**config.mk**
```make
export PLATFORM = sky130hd
export DESIGN_NAME = muldiv_unit
export DESIGN_NICKNAME = d
export VERILOG_FILES = /design/src/rtl/muldiv_unit.sv
export SDC_FILE = /design/constraint.sdc
export NUM_CORES = 1
export LEC_CHECK = 0
export ABC_AREA = 1
export CAP_MARGIN = 10
export CORE_MARGIN = 2
export CORE_UTILIZATION = 25
export DETAILED_ROUTE_END_ITERATION = 8
export SLEW_MARGIN = 20
export SYNTH_ARGS = -nofsm -noshare
export SYNTH_HDL_FRONTEND = slang
export SYNTH_SLANG_ARGS = --single-unit
```
**constraint.sdc**
```tcl
create_clock -name i_clk -period 3.1 [get_ports i_clk]
set_clock_uncertainty 0.05 [all_clocks]
set_input_delay 0.31 -clock i_clk [delete_from_list [all_inputs] [get_ports i_clk]]
set_output_delay 0.31 -clock i_clk [all_outputs]
set_load 0.01 [all_outputs]
```
**src/rtl/muldiv_unit.sv**
```systemverilog
// muldiv_unit: multi-cycle unsigned 16-bit multiply/divide for the RISC datapath.
// One operation at a time: accept in IDLE, ITER iterations in RUN, one-cycle done in DONE.
// The result, its destination address and err are held until a later operation completes.
// Optional feature macro: MULDIV_DIV_EN builds the restoring divider. Without it, divide
// ops complete immediately with result 0 and err=1.
module muldiv_unit #(
    parameter int unsigned WIDTH = 16,
    parameter int unsigned ITER  = WIDTH
) (
    input  logic             i_clk,
    input  logic             i_reset,
    input  logic             i_start,
    input  logic [1:0]       i_op,
    input  logic [WIDTH-1:0] i_op_a,
    input  logic [WIDTH-1:0] i_op_b,
    input  logic [2:0]       i_dest_addr,
    output logic             o_busy,
    output logic             o_done,
    output logic [WIDTH-1:0] o_result,
    output logic [2:0]       o_result_addr,
    output logic             o_err
);

    localparam int unsigned CntW = (ITER > 1) ? $clog2(ITER) : 1;

    localparam logic [1:0] OpMulLo = 2'b00;
    localparam logic [1:0] OpMulHi = 2'b01;
    localparam logic [1:0] OpDivQ  = 2'b10;
    localparam logic [1:0] OpDivR  = 2'b11;

    typedef enum logic [1:0] {StIdle, StRun, StDone} state_e;

    state_e r_state, w_state_next;

    logic [1:0]         r_op;
    logic [2:0]         r_dest;
    logic [CntW-1:0]    r_cnt;
    logic [2*WIDTH-1:0] r_mcand;
    logic [WIDTH-1:0]   r_mplier;
    logic [2*WIDTH-1:0] r_acc;
    logic [WIDTH-1:0]   r_result;
    logic [2:0]         r_result_addr;
    logic               r_err;

    logic               w_accept;
    logic               w_run;
    logic               w_last;
    logic [2*WIDTH-1:0] w_acc_next;
    logic [WIDTH-1:0]   w_final_result;
    logic               w_final_err;

`ifdef MULDIV_DIV_EN
    logic [WIDTH-1:0]   r_divisor;
    logic [WIDTH-1:0]   r_quo;      // dividend bits shift out of the top, quotient bits in
    logic [WIDTH-1:0]   r_rem;
    logic [WIDTH:0]     w_shift;    // 17-bit partial remainder for this step
    logic [WIDTH:0]     w_diff;
    logic               w_ge;
    logic [WIDTH-1:0]   w_rem_next;
    logic [WIDTH-1:0]   w_quo_next;
    logic               w_unused_diff_msb;
`endif

    assign w_accept = (r_state == StIdle) && i_start;
    assign w_run    = (r_state == StRun);
    assign w_last   = w_run && (r_cnt == CntW'(ITER - 1));

    // Shift-add step: the multiplicand is pre-shifted, so add it when the current bit is set
    assign w_acc_next = r_acc + (r_mplier[0] ? r_mcand : '0);

`ifdef MULDIV_DIV_EN
    // Restoring divide step; a zero divisor always "fits", giving all-ones quotient and
    // leaving the dividend in the remainder
    assign w_shift           = {r_rem, r_quo[WIDTH-1]};
    assign w_diff            = w_shift - {1'b0, r_divisor};
    assign w_ge              = (w_shift >= {1'b0, r_divisor});
    assign w_rem_next        = w_ge ? w_diff[WIDTH-1:0] : w_shift[WIDTH-1:0];
    assign w_quo_next        = {r_quo[WIDTH-2:0], w_ge};
    assign w_unused_diff_msb = w_diff[WIDTH];
`endif

    // Select the final result from the last iteration's next values
    always_comb begin
        w_final_result = '0;
        w_final_err    = 1'b0;
        case (r_op)
            OpMulLo: w_final_result = w_acc_next[WIDTH-1:0];
            OpMulHi: w_final_result = w_acc_next[2*WIDTH-1:WIDTH];
`ifdef MULDIV_DIV_EN
            OpDivQ: begin
                w_final_result = w_quo_next;
                w_final_err    = (r_divisor == '0);
            end
            OpDivR: begin
                w_final_result = w_rem_next;
                w_final_err    = (r_divisor == '0);
            end
`endif
            default: ;
        endcase
    end

    // State register
    always_ff @(posedge i_clk) begin
        if (i_reset) begin
            r_state <= StIdle;
        end else begin
            r_state <= w_state_next;
        end
    end

    // Next-state logic
    always_comb begin
        w_state_next = r_state;
        case (r_state)
            StIdle: begin
                if (i_start) begin
`ifdef MULDIV_DIV_EN
                    w_state_next = StRun;
`else
                    w_state_next = i_op[1] ? StDone : StRun;
`endif
                end
            end
            StRun:   if (w_last) w_state_next = StDone;
            StDone:  w_state_next = StIdle;
            default: w_state_next = StIdle;
        endcase
    end

    // Operand capture, per-cycle iteration and result latching
    always_ff @(posedge i_clk) begin
        if (i_reset) begin
            r_op          <= '0;
            r_dest        <= '0;
            r_cnt         <= '0;
            r_mcand       <= '0;
            r_mplier      <= '0;
            r_acc         <= '0;
            r_result      <= '0;
            r_result_addr <= '0;
            r_err         <= 1'b0;
`ifdef MULDIV_DIV_EN
            r_divisor     <= '0;
            r_quo         <= '0;
            r_rem         <= '0;
`endif
        end else if (w_accept) begin
            r_op     <= i_op;
            r_dest   <= i_dest_addr;
            r_cnt    <= '0;
            r_mcand  <= {{WIDTH{1'b0}}, i_op_a};
            r_mplier <= i_op_b;
            r_acc    <= '0;
`ifdef MULDIV_DIV_EN
            r_divisor <= i_op_b;
            r_quo     <= i_op_a;
            r_rem     <= '0;
`else
            // No divider: divide ops finish straight away with an error
            if (i_op[1]) begin
                r_result      <= '0;
                r_result_addr <= i_dest_addr;
                r_err         <= 1'b1;
            end
`endif
        end else if (w_run) begin
            r_cnt    <= r_cnt + CntW'(1);
            r_acc    <= w_acc_next;
            r_mcand  <= r_mcand << 1;
            r_mplier <= r_mplier >> 1;
`ifdef MULDIV_DIV_EN
            r_quo    <= w_quo_next;
            r_rem    <= w_rem_next;
`endif
            if (w_last) begin
                r_result      <= w_final_result;
                r_result_addr <= r_dest;
                r_err         <= w_final_err;
            end
        end
    end

    assign o_busy        = (r_state != StIdle);
    assign o_done        = (r_state == StDone);
    assign o_result      = r_result;
    assign o_result_addr = r_result_addr;
    assign o_err         = r_err;

endmodule

```
# Word level (Yosys, flattened, before mapping)
# Index checks and enable logic that the tools add are counted.
totals:
  reg_bits: 111
  inputBits: 40
  output_inout_bits: 22
  word_cells: 52
op_classes:
  addsub: 2
  eq_ne: 7
  muxes: 22
  reduce_logical: 10
op_table:
  columns: ["cell", "count"]
  rows:
  - ["$mux W16", 8]
  - ["$add A32 B32 Y32", 1]
  - ["$mux W32", 1]
  - ["$pmux W16 S2", 1]
  - ["$mux W3", 4]
  - ["$mux W2", 3]
  - ["$reduce_bool A2 Y1", 3]
  - ["$add A4 B1 Y4 const B", 1]
  - ["$eq A2 B1 Y1 const B", 2]
  - ["$eq A4 B4 Y1 const B", 1]
  - ["$logic_not A2 Y1", 2]
  - ["$mux W1", 4]
  - ["$ne A2 B2 Y1 const B", 2]
  - ["$pmux W2 S2", 1]
  - ["$reduce_and A3 Y1", 1]
  - ["$eq A2 B2 Y1 const B", 1]
  - ["$logic_and A1 B1 Y1", 2]
  - ["$ne A2 B1 Y1 const B", 1]
  - ["$reduce_and A2 Y1", 1]
  - ["$reduce_or A2 Y1", 1]

# Longest topological paths before layout
# Gate-level depths: netlist of run 1.
logic_depth:
  word_depth: 6
  depth_mapped: 19
  mapped_depth_nobuf: 17

# Worst setup path before layout of run 1
# No wires, ideal clock.
synth_timing:
  kind: "register to register"
  start: "reg r_mplier[0]"
  end: "reg r_result[8] (netlist: o_result[8])"
  setup_time_ns: 0.070
  arrival_ns: 2.235
  required_ns: 2.980
  setup_slack_ns: 0.744
  stages_incl_launch_ff: 20
  n_path_buf: 2
  synth_period_minus_slack_ns: 2.356
  path_cell_list: "dfxtp_1 -> clkbuf_1 -> clkbuf_1 -> nand2_1 -> inv_1 -> ha_1 -> fa_1 -> nand3_1 -> nand3_1 -> nand2_1 -> nand2_1 -> nand2_1 -> nand2_2 -> nand2_1 -> nand2_1 -> nand2_1 -> nand3_1 -> nand2_1 -> nand2_1 -> a21oi_1"
synth_between:
  elab_chain_len: 6
synth_rtl:
  columns: ["item", "line", "source"]
  rows:
  - ["from (decl)", "39", "logic [WIDTH-1:0] r_mplier;"]
  - ["from (signal assigned)", "153", "r_mplier <= i_op_b;"]
  - ["from (signal assigned)", "171", "r_mplier <= r_mplier >> 1;"]
  - ["$mux W32", "69", "assign w_acc_next = r_acc + (r_mplier[0] ? r_mcand : '0);"]
  - ["$add A32 B32 Y32", "69", null]
  - ["$pmux W16 S2", "86", "case (r_op)"]
  - ["$mux W16", "176", "if (w_last) begin"]
  - ["$mux W16", "167", "end else if (w_run) begin"]
  - ["$mux W16", "148", "end else if (w_accept) begin"]
  - ["to (signal assigned)", "177", "r_result <= w_final_result;"]
  - ["to (decl)", "41", "logic [WIDTH-1:0] r_result;"]
# No other way between the ends. The select of a mux whose other input is x is not followed.
# A chain may end at the register's enable or synchronous reset.

# Final worst setup path of run 1
layout_timing:
  start: "reg r_mplier[0]"
  end: "reg r_result[12] (netlist: o_result[12])"
# Same word-level chain as after synthesis.

==> key figures, run 1 <==
Run status
  • Status: finished, final reports clean

STA
  • Final Hold Fails: 0
  • Slew HR: 39.1%
  • Tcrit/Tclk final: 87.1%
  • Finish-stage setup viols: 0
  • Worst-Margin Slew: 0.907 ns
  • Fmax: 371 MHz
  • Slew Limit Fails: 0
  • RSZ-0062 raised after global routing: no
  • TNS Setup: 0 ns
  • Min cycle time layout: 2.70 ns

Setup path
  • Max stage delay on crit path: 0.46 ns
  • Slowest-stage cell, CP: fa_1
  • CP required: 3.34 ns
  • RR Startpoint: r_mplier[0]
  • Cell seen most often among critical-path stages: nand2_1
  • Crit Path Class: reg2reg
  • CP top delay family: simple AND/OR/NAND/NOR gates
  • CP arrival: 2.93 ns
  • Maximum fanout along the worst path: 23
  • Critical path buffer and inverter count: 2
  • Crit-path cells: buf_4 -> nand2_1 -> inv_1 -> ha_1 -> fa_1 -> nand3_1 -> nand3_1 -> nand3_1 -> nand3_2 -> xor2_1 -> nand2_1 -> nand2_1 -> nand2_1 -> a21oi_1
  • Startpoint types: register
  • CP endpoint kind: register
  • CP startpoint: r_mplier[0]

Place
  • Port buffer count: 61
  • Final Wtd Congestion: 0.942
  • Post-detail-place hpwl: 14900 um
  • Placed Cells: 1564

Floorplanning
  • Die X: 171 um
  • Initial Util: 25.3%
  • Core Region: 27600 um^2
  • I/O Pins: 62
  • Die height: 171 um
  • Die ar.: 29300 um^2
  • # rows: 61

Clocking
  • Root buffer selected by CTS: clkbuf_16
  • Num CTS Buffers: 9
  • Hold_buf cts: 0
  • TritonCTS Sinks: 111
  • # resized after CTS: 0
  • Clock transition at the registers of the reported paths: 0.08 ns
  • Post-CTS Setup Bufs: 0
  • H-tree lvl count: 3
  • Clock tree from TritonCTS: yes
  • Clock Latency Late Sink: 0.37 ns
  • Clk buf depth: 2

Route
  • Vias per cell: 4.36
  • Total wire length: 20000 um
  • Via count: 6891
  • Avg WL per Cell: 12.7 um
  • DR DRC count: 0
  • Post-DRT Antenna Nets: 0
  • Initial DRT Pass Iterations: 5
  • Initial DRC count: 426

Global route
  • Largest net degree at the start of global routing: 90
  • Initial antenna violation count: 0
  • Grt ovf: 0
  • First-pass GRT wire length: 33200 um
  • Number of global-route vias before repair: 6651
  • Overall Global Routing Usage: 14.4%

Power
  • Leak: 4.28 nW
  • Max VDD drop: 0.316 mV
  • Cell Pwr Density: 386 nW/um^2

Logic synthesis
  • Seq cells post-synth: 111
  • Synth unique cells: 32
  • Syn Nets: 1226
  • EDFF count, synth: 0
  • Top FF cell, synth: dfxtp_1
  • Mapped Area: 6990 um^2
  • Register area share after synthesis: 31.8%
  • Syn avg cell area: 6.06 um^2
  • Syn Inst Count: 1153
  • Asr flop ratio synth: 0%
  • Synth warn: 0

Min path
  • Hold Startpoint: r_mplier[15]
  • Worst hold path class: reg2reg

Cells and area
  • Nets: 1270
  • Area grow syn2layout: 19.1%
  • Antenna Cells: 0
  • Layout cell share with drive strength beyond 1: 5.07%
  • Final std cells w/o fill: 1580

Run
  • # Max-Cap Violations: 0
[metrics by stage]
| step | util, % | worst slack [ns] | instance area [um^2] | power, W | hold slack [ns] |
|---|---|---|---|---|---|
| 2_1_floorplan | - | 0.744 | 6990 | 0.00182 | 0.390 |
| 3_3_place_gp | 29.0 | 0.455 | 8010 | 0.00198 | 0.404 |
| 3_5_place_dp | 29.0 | 0.464 | 8010 | 0.00199 | 0.407 |
| 4_1_cts | 30.1 | 0.408 | 8320 | 0.00324 | 0.421 |
| 5_1_grt | 30.1 | 0.217 | 8320 | 0.00335 | 0.444 |
| 6_report | 30.1 | 0.401 | 8320 | 0.00321 | 0.422 |
[cell type report]
cell class / instances / area (um^2)
tap: 378 / 473
fill: 3130 / 19300
clock buffer: 10 / 229
clock inverter: 6 / 83.8
timing repair buffer: 73 / 708
multi-input combinational: 811 / 3890
sequential: 111 / 2220
inverter: 191 / 717
[cell families after synthesis]
kind of cell | synth area share (%)
xor gates and xnor gates | 2.01
DFF | 31.8
AOI/OAI and AO/OA | 11.0
and+or+nand+nor | 36.2
buffers and inverters | 12.6
adders and majority gates | 6.02
muxes | 0.430
[per-layer routing]
| layer | up-vias | global-route usage, % | part of all wire [%] |
|---|---|---|---|
| met5 | - | 0 | 0 |
| li1 | 3620 | - | - |
| met4 | 0 | 5.01 | 2.2 |
| met2 | 147 | 23.6 | 45 |
| met1 | 3097 | 19.4 | 49 |
| met3 | 27 | 1.89 | 4.4 |
[worst paths after layout]
kind,to,slack [ns],cells past startpoint
worst max-delay path,o_result[12],0.40,14
worst min-delay path,r_mplier[15],0.42,2
worst max register to register,o_result[12],0.40,14
worst min register to register,r_mplier[15],0.42,2
[worst min-delay path: cells and delay by family (launching register included)]
family	cells	cell delay, ns
flops	1	0.32
compound gates	1	0.05
simple gates	1	0.06
[registers in the layout, indices dropped and copies added (netlist names)]
name           flops
o_err              1
o_result          16
o_result_addr      3
r_acc             32
r_cnt              4
r_dest             3
r_mcand           32
r_mplier          16
r_op               2
r_state            2
[synth_stat cells, types with 2 or more instances]
cell	count	share of area, %
mux2i_1	3	0.43
xor2_1	12	1.5
nand3_1	34	2.4
a21oi_2	2	0.25
o211ai_1	18	1.9
a31oi_1	31	2.8
nor2_2	6	0.54
buf_2	8	0.57
o21ai_1	5	0.36
nor3_1	6	0.43
a211oi_1	4	0.43
nand2_2	12	1.1
clkbuf_1	26	1.4
o21ai_0	11	0.79
buf_1	5	0.27
ha_1	32	5.7
nand3_2	8	1.1
nand2_1	480	26
xnor2_1	4	0.50
a21oi_1	59	4.2
and2_1	2	0.18
inv_1	189	10
dfxtp_1	111	32
inv_2	2	0.11
nor2_1	76	4.1
[report_power, final]
group	leakage, nW	switching, W	internal, W
Clock	0.152	0.000613	0.000649
Combinational	3.23	0.000268	0.000159
Sequential	0.903	0.0000390	0.00149
Total	4.28	0.000920	0.00229
[cell usage in the layout, fill, tap and decap left out, drive strengths merged]
cell type and n:
dfxtp 111, nor2 82, and2 2, mux2i 3, fa 1, nand2 492
nand3 42, xnor2 4, nand3b 2, ha 32, o21ai 16, clkinv 2
a211oi 4, clkbuf 10, a21o 1, xor2 12, a21oi 61, inv 194
buf 13, a31oi 31, bufinv 1, clkdlybuf4s50 60, o211ai 18, o21bai 1
nor3 6, nand4 1
(Power assumes the default switching activity.)
==> inputs of run 2 (changes only) <==
- CORE_UTILIZATION: 25 -> 59
- PLACE_DENSITY: not set -> 0.81
- RECOVER_POWER: not set -> 100
==> run 2 against run 1 <==
  * First-iteration DRC count grew 65%
  * Final area shrank 4.1%
  * Cell count shrank 15%
  * Wire length shrank 5.8%
  * Non-clock buffer count grew 1
  * Register-to-register slack is essentially flat
  * Sequential power is essentially flat
  * Maximum frequency grew 0.28%
  * Flip-flop and latch count is the same
  * Largest cell class unchanged
==> key figures, run 2 (synthesis gave the netlist of run 1 again) <==
Floorplanning
  • # rows: 39
  • Initial Util: 60.9%
  • Die X: 113 um
  • Core Region: 11500 um^2
  • Die height: 113 um
  • I/O Pins: 62
  • Die ar.: 12700 um^2

Route
  • Via count: 7128
  • Initial DRC count: 702
  • Avg WL per Cell: 14.0 um
  • Total wire length: 18900 um
  • Post-DRT Antenna Nets: 0
  • Vias per cell: 5.30
  • Initial DRT Pass Iterations: 8
  • DR DRC count: 0

Cells and area
  • Most common cell after layout, fill and taps aside: nand2_1
  • Commonest non-fill, non-tap cells in the layout: 485 x nand2_1, 190 x inv_1, 111 x dfxtp_1
  • Nets: 1271
  • Fill cell total of the finished layout: 1052
  • Final std cells w/o fill: 1346
  • Layout cell share with drive strength beyond 1: 3.99%
  • Biggest regs: r_acc: 32 flops, r_mcand: 32 flops
  • Area grow syn2layout: 14.2%
  • Antenna Cells: 0

Clocking
  • # resized after CTS: 0
  • Clock tree from TritonCTS: yes
  • Hold_buf cts: 0
  • Clock Latency Late Sink: 0.36 ns
  • Clock transition at the registers of the reported paths: 0.08 ns
  • Clk buf depth: 2
  • Num CTS Buffers: 9
  • H-tree lvl count: 3
  • Root buffer selected by CTS: clkbuf_16
  • TritonCTS Sinks: 111
  • Post-CTS Setup Bufs: 0

Run
  • # Max-Cap Violations: 0

Run status
  • Status: finished, final reports clean

Min path
  • Worst hold path class: reg2reg

Setup path
  • CP endpoint kind: register
  • CP arrival: 2.93 ns
  • Startpoint types: register
  • Maximum fanout along the worst path: 16
  • Crit Path Class: reg2reg
  • CP required: 3.34 ns

Global route
  • Largest net degree at the start of global routing: 60
  • Initial antenna violation count: 1
  • Overall Global Routing Usage: 30.6%
  • Grt ovf: 0
  • Number of global-route vias before repair: 6588
  • First-pass GRT wire length: 31200 um

STA
  • RSZ-0062 raised after global routing: no
  • Finish-stage setup viols: 0
  • Final Hold Fails: 0
  • Hold slack: 0.422 ns
  • Min cycle time layout: 2.69 ns
  • Final setup margin: 0.408 ns
  • Slew Limit Fails: 0
  • Slew HR: 18.7%
  • Fmax: 372 MHz
  • TNS Setup: 0 ns
  • Tcrit/Tclk final: 86.8%
  • Worst-Margin Slew: 1.22 ns

Place
  • Dpl ws: 0.557 ns
  • Placed Cells: 1330
  • Final Wtd Congestion: 1.03
  • Port buffer count: 61
  • Post-detail-place hpwl: 14100 um

Power
  • Max VDD drop: 0.415 mV
  • Cell Pwr Density: 398 nW/um^2
  • Leak: 4.34 nW
## run 2: changes by cell type in the layout (fill, tap and decap cells not counted), sizes merged
cell and delta:
clkdlybuf4s50 -22, dlygate4sd3 +22, clkbuf +4, buf -3
## run 2: worst max-delay path, cell delays in order, from the launching register on
cell     delay, ns
dfxtp_1       0.50
buf_4         0.29
nand2_1       0.09
inv_1         0.07
ha_1          0.28
nand2_1       0.17
inv_1         0.05
nand2_1       0.07
nand2_1       0.08
inv_1         0.07
nand2_1       0.07
a21oi_1       0.24
nand2_1       0.10
nand2_1       0.09
nand3_1       0.09
nand2_1       0.11
nand2_1       0.07
a21oi_1       0.14
## run 2: area by class of cell
type	count	area, um^2	share of cell area [%]
Multi-Input combinational cell	811	3860	48.3
Sequential cell	111	2220	27.9
Inverter	191	717	8.99
Timing Repair Buffer	74	691	8.66
Clock buffer	10	229	2.87
Tap cell	143	179	2.24
Clock inverter	6	83.8	1.05
## run 2: metrics by stage
step | cell area [um^2] | total power, W | utilization [%]
5_1_grt | 7980 | 0.00331 | 69.6
3_3_place_gp | 7720 | 0.00197 | 67.3
6_report | 7980 | 0.00318 | 69.6
2_1_floorplan | 6990 | 0.00182 | -
4_1_cts | 8030 | 0.00320 | 70.0
3_5_place_dp | 7720 | 0.00197 | 67.3
## run 2: final timing paths
kind	from	to	slack, ns	cells past startpoint
worst max-delay path	r_mplier[0]	o_result[10]	0.41	17
worst min-delay path	o_result[3]	o_result[3]	0.42	2
worst max register to register	r_mplier[0]	o_result[10]	0.41	17
worst min register to register	o_result[3]	o_result[3]	0.42	2
## run 2: power by group
part	leakage (nW)	internal (W)	total, W	switching (W)
logic	3.28	0.000153	0.000412	0.000259
clock network	0.153	0.000650	0.00124	0.000592
registers	0.903	0.00148	0.00153	0.0000403
total	4.34	0.00229	0.00318	0.000891
## run 2: per-layer routing
| metal | wire length [um] | track usage, % | vias to the layer above |
|---|---|---|---|
| met2 | 7930 | 46.9 | 291 |
| met4 | 575 | 10.9 | 0 |
| met5 | 0 | 0 | - |
| met3 | 1610 | 7.28 | 45 |
| met1 | 8730 | 42.2 | 3156 |
| li1 | - | - | 3636 |
==> inputs of run 3 (changes only) <==
- CORE_UTILIZATION: 59 -> 60
- CTS_BUF_LIST: not set -> sky130_fd_sc_hd__clkbuf_4 sky130_fd_sc_hd__clkbuf_8
- CTS_CLUSTER_DIAMETER: not set -> 200
- PLACE_DENSITY: 0.81 -> 0.83
==> run 3 against run 2 <==
  * Global-route usage down 1.3 points
  * Flip-flop and latch count unchanged
  * Worst hold slack got worse by 0.0076 ns
  * Critical path depth decreased by 10
  * Cell count is 0.30% lower
  * Maximum frequency is 1.4% lower
  * Register-to-register slack got worse by 0.04 ns
  * Via count down 2.3%
  * Sequential share of layout area up 0.38 points
  * Wire length fell by 5.0%
  * Clock-buffer cell count up 2
  * Combinational power decreased by 1%
==> key figures, run 3 (synthesis gave the netlist of run 1 again) <==
Place
  • Port buffer count: 61
  • Dpl ws: 0.565 ns
  • Final Wtd Congestion: 0.976
  • DP Area: 7680 um^2
  • Post-detail-place hpwl: 13200 um
  • Placed Cells: 1326

Floorplanning
  • Initial Util: 61.5%
  • Die ar.: 12500 um^2
  • # rows: 39
  • Die height: 112 um
  • I/O Pins: 62
  • Die X: 112 um
  • Core Region: 11400 um^2

Cells and area
  • Layout cell share with drive strength beyond 1: 4.42%
  • Nets: 1267
  • Final std cells w/o fill: 1342
  • Area grow syn2layout: 12.7%
  • Biggest regs: r_acc: 32 flops, r_mcand: 32 flops
  • Most common cell after layout, fill and taps aside: nand2_1
  • Commonest non-fill, non-tap cells in the layout: 482 x nand2_1, 189 x inv_1, 111 x dfxtp_1
  • Antenna Cells: 0
  • Design Area, Final: 7870 um^2

Global route
  • Initial antenna violation count: 0
  • Largest net degree at the start of global routing: 103
  • Number of global-route vias before repair: 6421
  • Overall Global Routing Usage: 29.2%
  • Grt ovf: 0
  • First-pass GRT wire length: 29600 um

Clocking
  • H-tree lvl count: 3
  • Num CTS Buffers: 9
  • Clock Latency Late Sink: 0.40 ns
  • Clk buf depth: 2
  • Root buffer selected by CTS: clkbuf_8
  • Clock tree from TritonCTS: yes
  • Hold_buf cts: 0
  • TritonCTS Sinks: 111
  • Clock transition at the registers of the reported paths: 0.11 ns
  • Post-CTS Setup Bufs: 0
  • # resized after CTS: 0

STA
  • Finish-stage setup viols: 0
  • Final setup margin: 0.371 ns
  • RSZ-0062 raised after global routing: no
  • Fmax: 366 MHz
  • TNS Setup: 0 ns
  • Slew HR: 16.5%
  • Tcrit/Tclk final: 88.0%
  • Final Hold Fails: 0
  • Worst-Margin Slew: 1.25 ns
  • Min cycle time layout: 2.73 ns
  • Slew Limit Fails: 0
  • Hold slack: 0.414 ns

Setup path
  • Worst R2R End: o_result_addr[0]
  • Crit Path Class: reg2reg
  • CP endpoint kind: register
  • Maximum fanout along the worst path: 19
  • RR Startpoint: r_cnt[0]
  • CP arrival: 2.99 ns
  • Worst R2R Path Depth: 7
  • CP startpoint: r_cnt[0]
  • FF-to-FF setup slack: 0.37 ns
  • Startpoint types: register
  • CP required: 3.36 ns

Route
  • Metal-1 WL: 8150 um
  • Via count: 6967
  • DR DRC count: 0
  • Met2 wire len: 8040 um
  • Top Metal Used: met4
  • DR WL met3: 1390 um
  • Vias per cell: 5.19
  • Post-DRT Antenna Nets: 0
  • Avg WL per Cell: 13.3 um
  • Initial DRC count: 526
  • Total wire length: 17900 um
  • Initial DRT Pass Iterations: 6

Min path
  • Hold endpoint: r_mplier[15]
  • Worst hold path class: in2reg
  • Hold Startpoint: i_op_b[15]
  • Hold Path Cell Cnt: 3

Run
  • # Max-Cap Violations: 0

Power
  • Internal power: 0.00207 W
  • Gate power share: 14.0%
  • Leak: 4.29 nW
  • Clock network power share: 33.5%
  • Sw frac: 28.7%
  • Sw Pwr: 0.000833 W
  • Seq pwr share: 52.5%
  • Cell Pwr Density: 369 nW/um^2
  • Max VDD drop: 0.450 mV

Run status
  • Status: finished, final reports clean
run 3: changes by cell type in the layout (fill, tap and decap cells not counted), sizes merged:
cell    delta
buf        -3
clkinv     -2
clkbuf     +1
run 3: how the worst max path moves through the flow:
stage                                  end  slack (ns)  cells past startpoint
after floorplan                o_result[8]        0.74                     19
after global placement        o_result[12]        0.59                     14
after detailed placement      o_result[12]        0.57                     14
after CTS                     o_result[12]        0.52                     14
after global routing           o_result[4]        0.13                     16
final                     o_result_addr[0]        0.37                      7
run 3: through the flow:
step / util (%) / total power (W)
3_5_place_dp: 67.5 / 0.00196
6_report: 69.2 / 0.00291
3_3_place_gp: 67.5 / 0.00196
2_1_floorplan: - / 0.00182
4_1_cts: 69.4 / 0.00292
5_1_grt: 69.2 / 0.00303
run 3: power by group through the flow:
stage	combinational (W)	clock, W	sequential [W]
floorplan	0.000270	0	0.00155
global placement	0.000402	0	0.00156
detailed placement	0.000407	0	0.00156
CTS	0.000409	0.000984	0.00152
global route	0.000452	0.00105	0.00153
finish	0.000407	0.000975	0.00153
run 3: critical path, cell delays in order, from the launching register on:
cell	delay, ns
dfxtp_1	0.35
ha_1	0.23
nand3_1	0.16
nor2_1	0.06
buf_4	0.17
nor2_1	0.95
inv_1	0.33
a211oi_1	0.33
run 3: final cells by class:
cell class                      instances  area (um^2)
Clock buffer                           12          159
Clock inverter                          4         58.8
Fill cell                            1011         3500
Inverter                              191          717
Multi-Input combinational cell        811         3870
Sequential cell                       111         2220
Tap cell                              143          179
Timing Repair Buffer                   70          666
run 3: metal layers:
metal	global-route usage, %	vias up
met3	7.29	26
met5	0	-
met1	39.2	3081
met2	46.6	237
met4	8.89	0
li1	-	3623
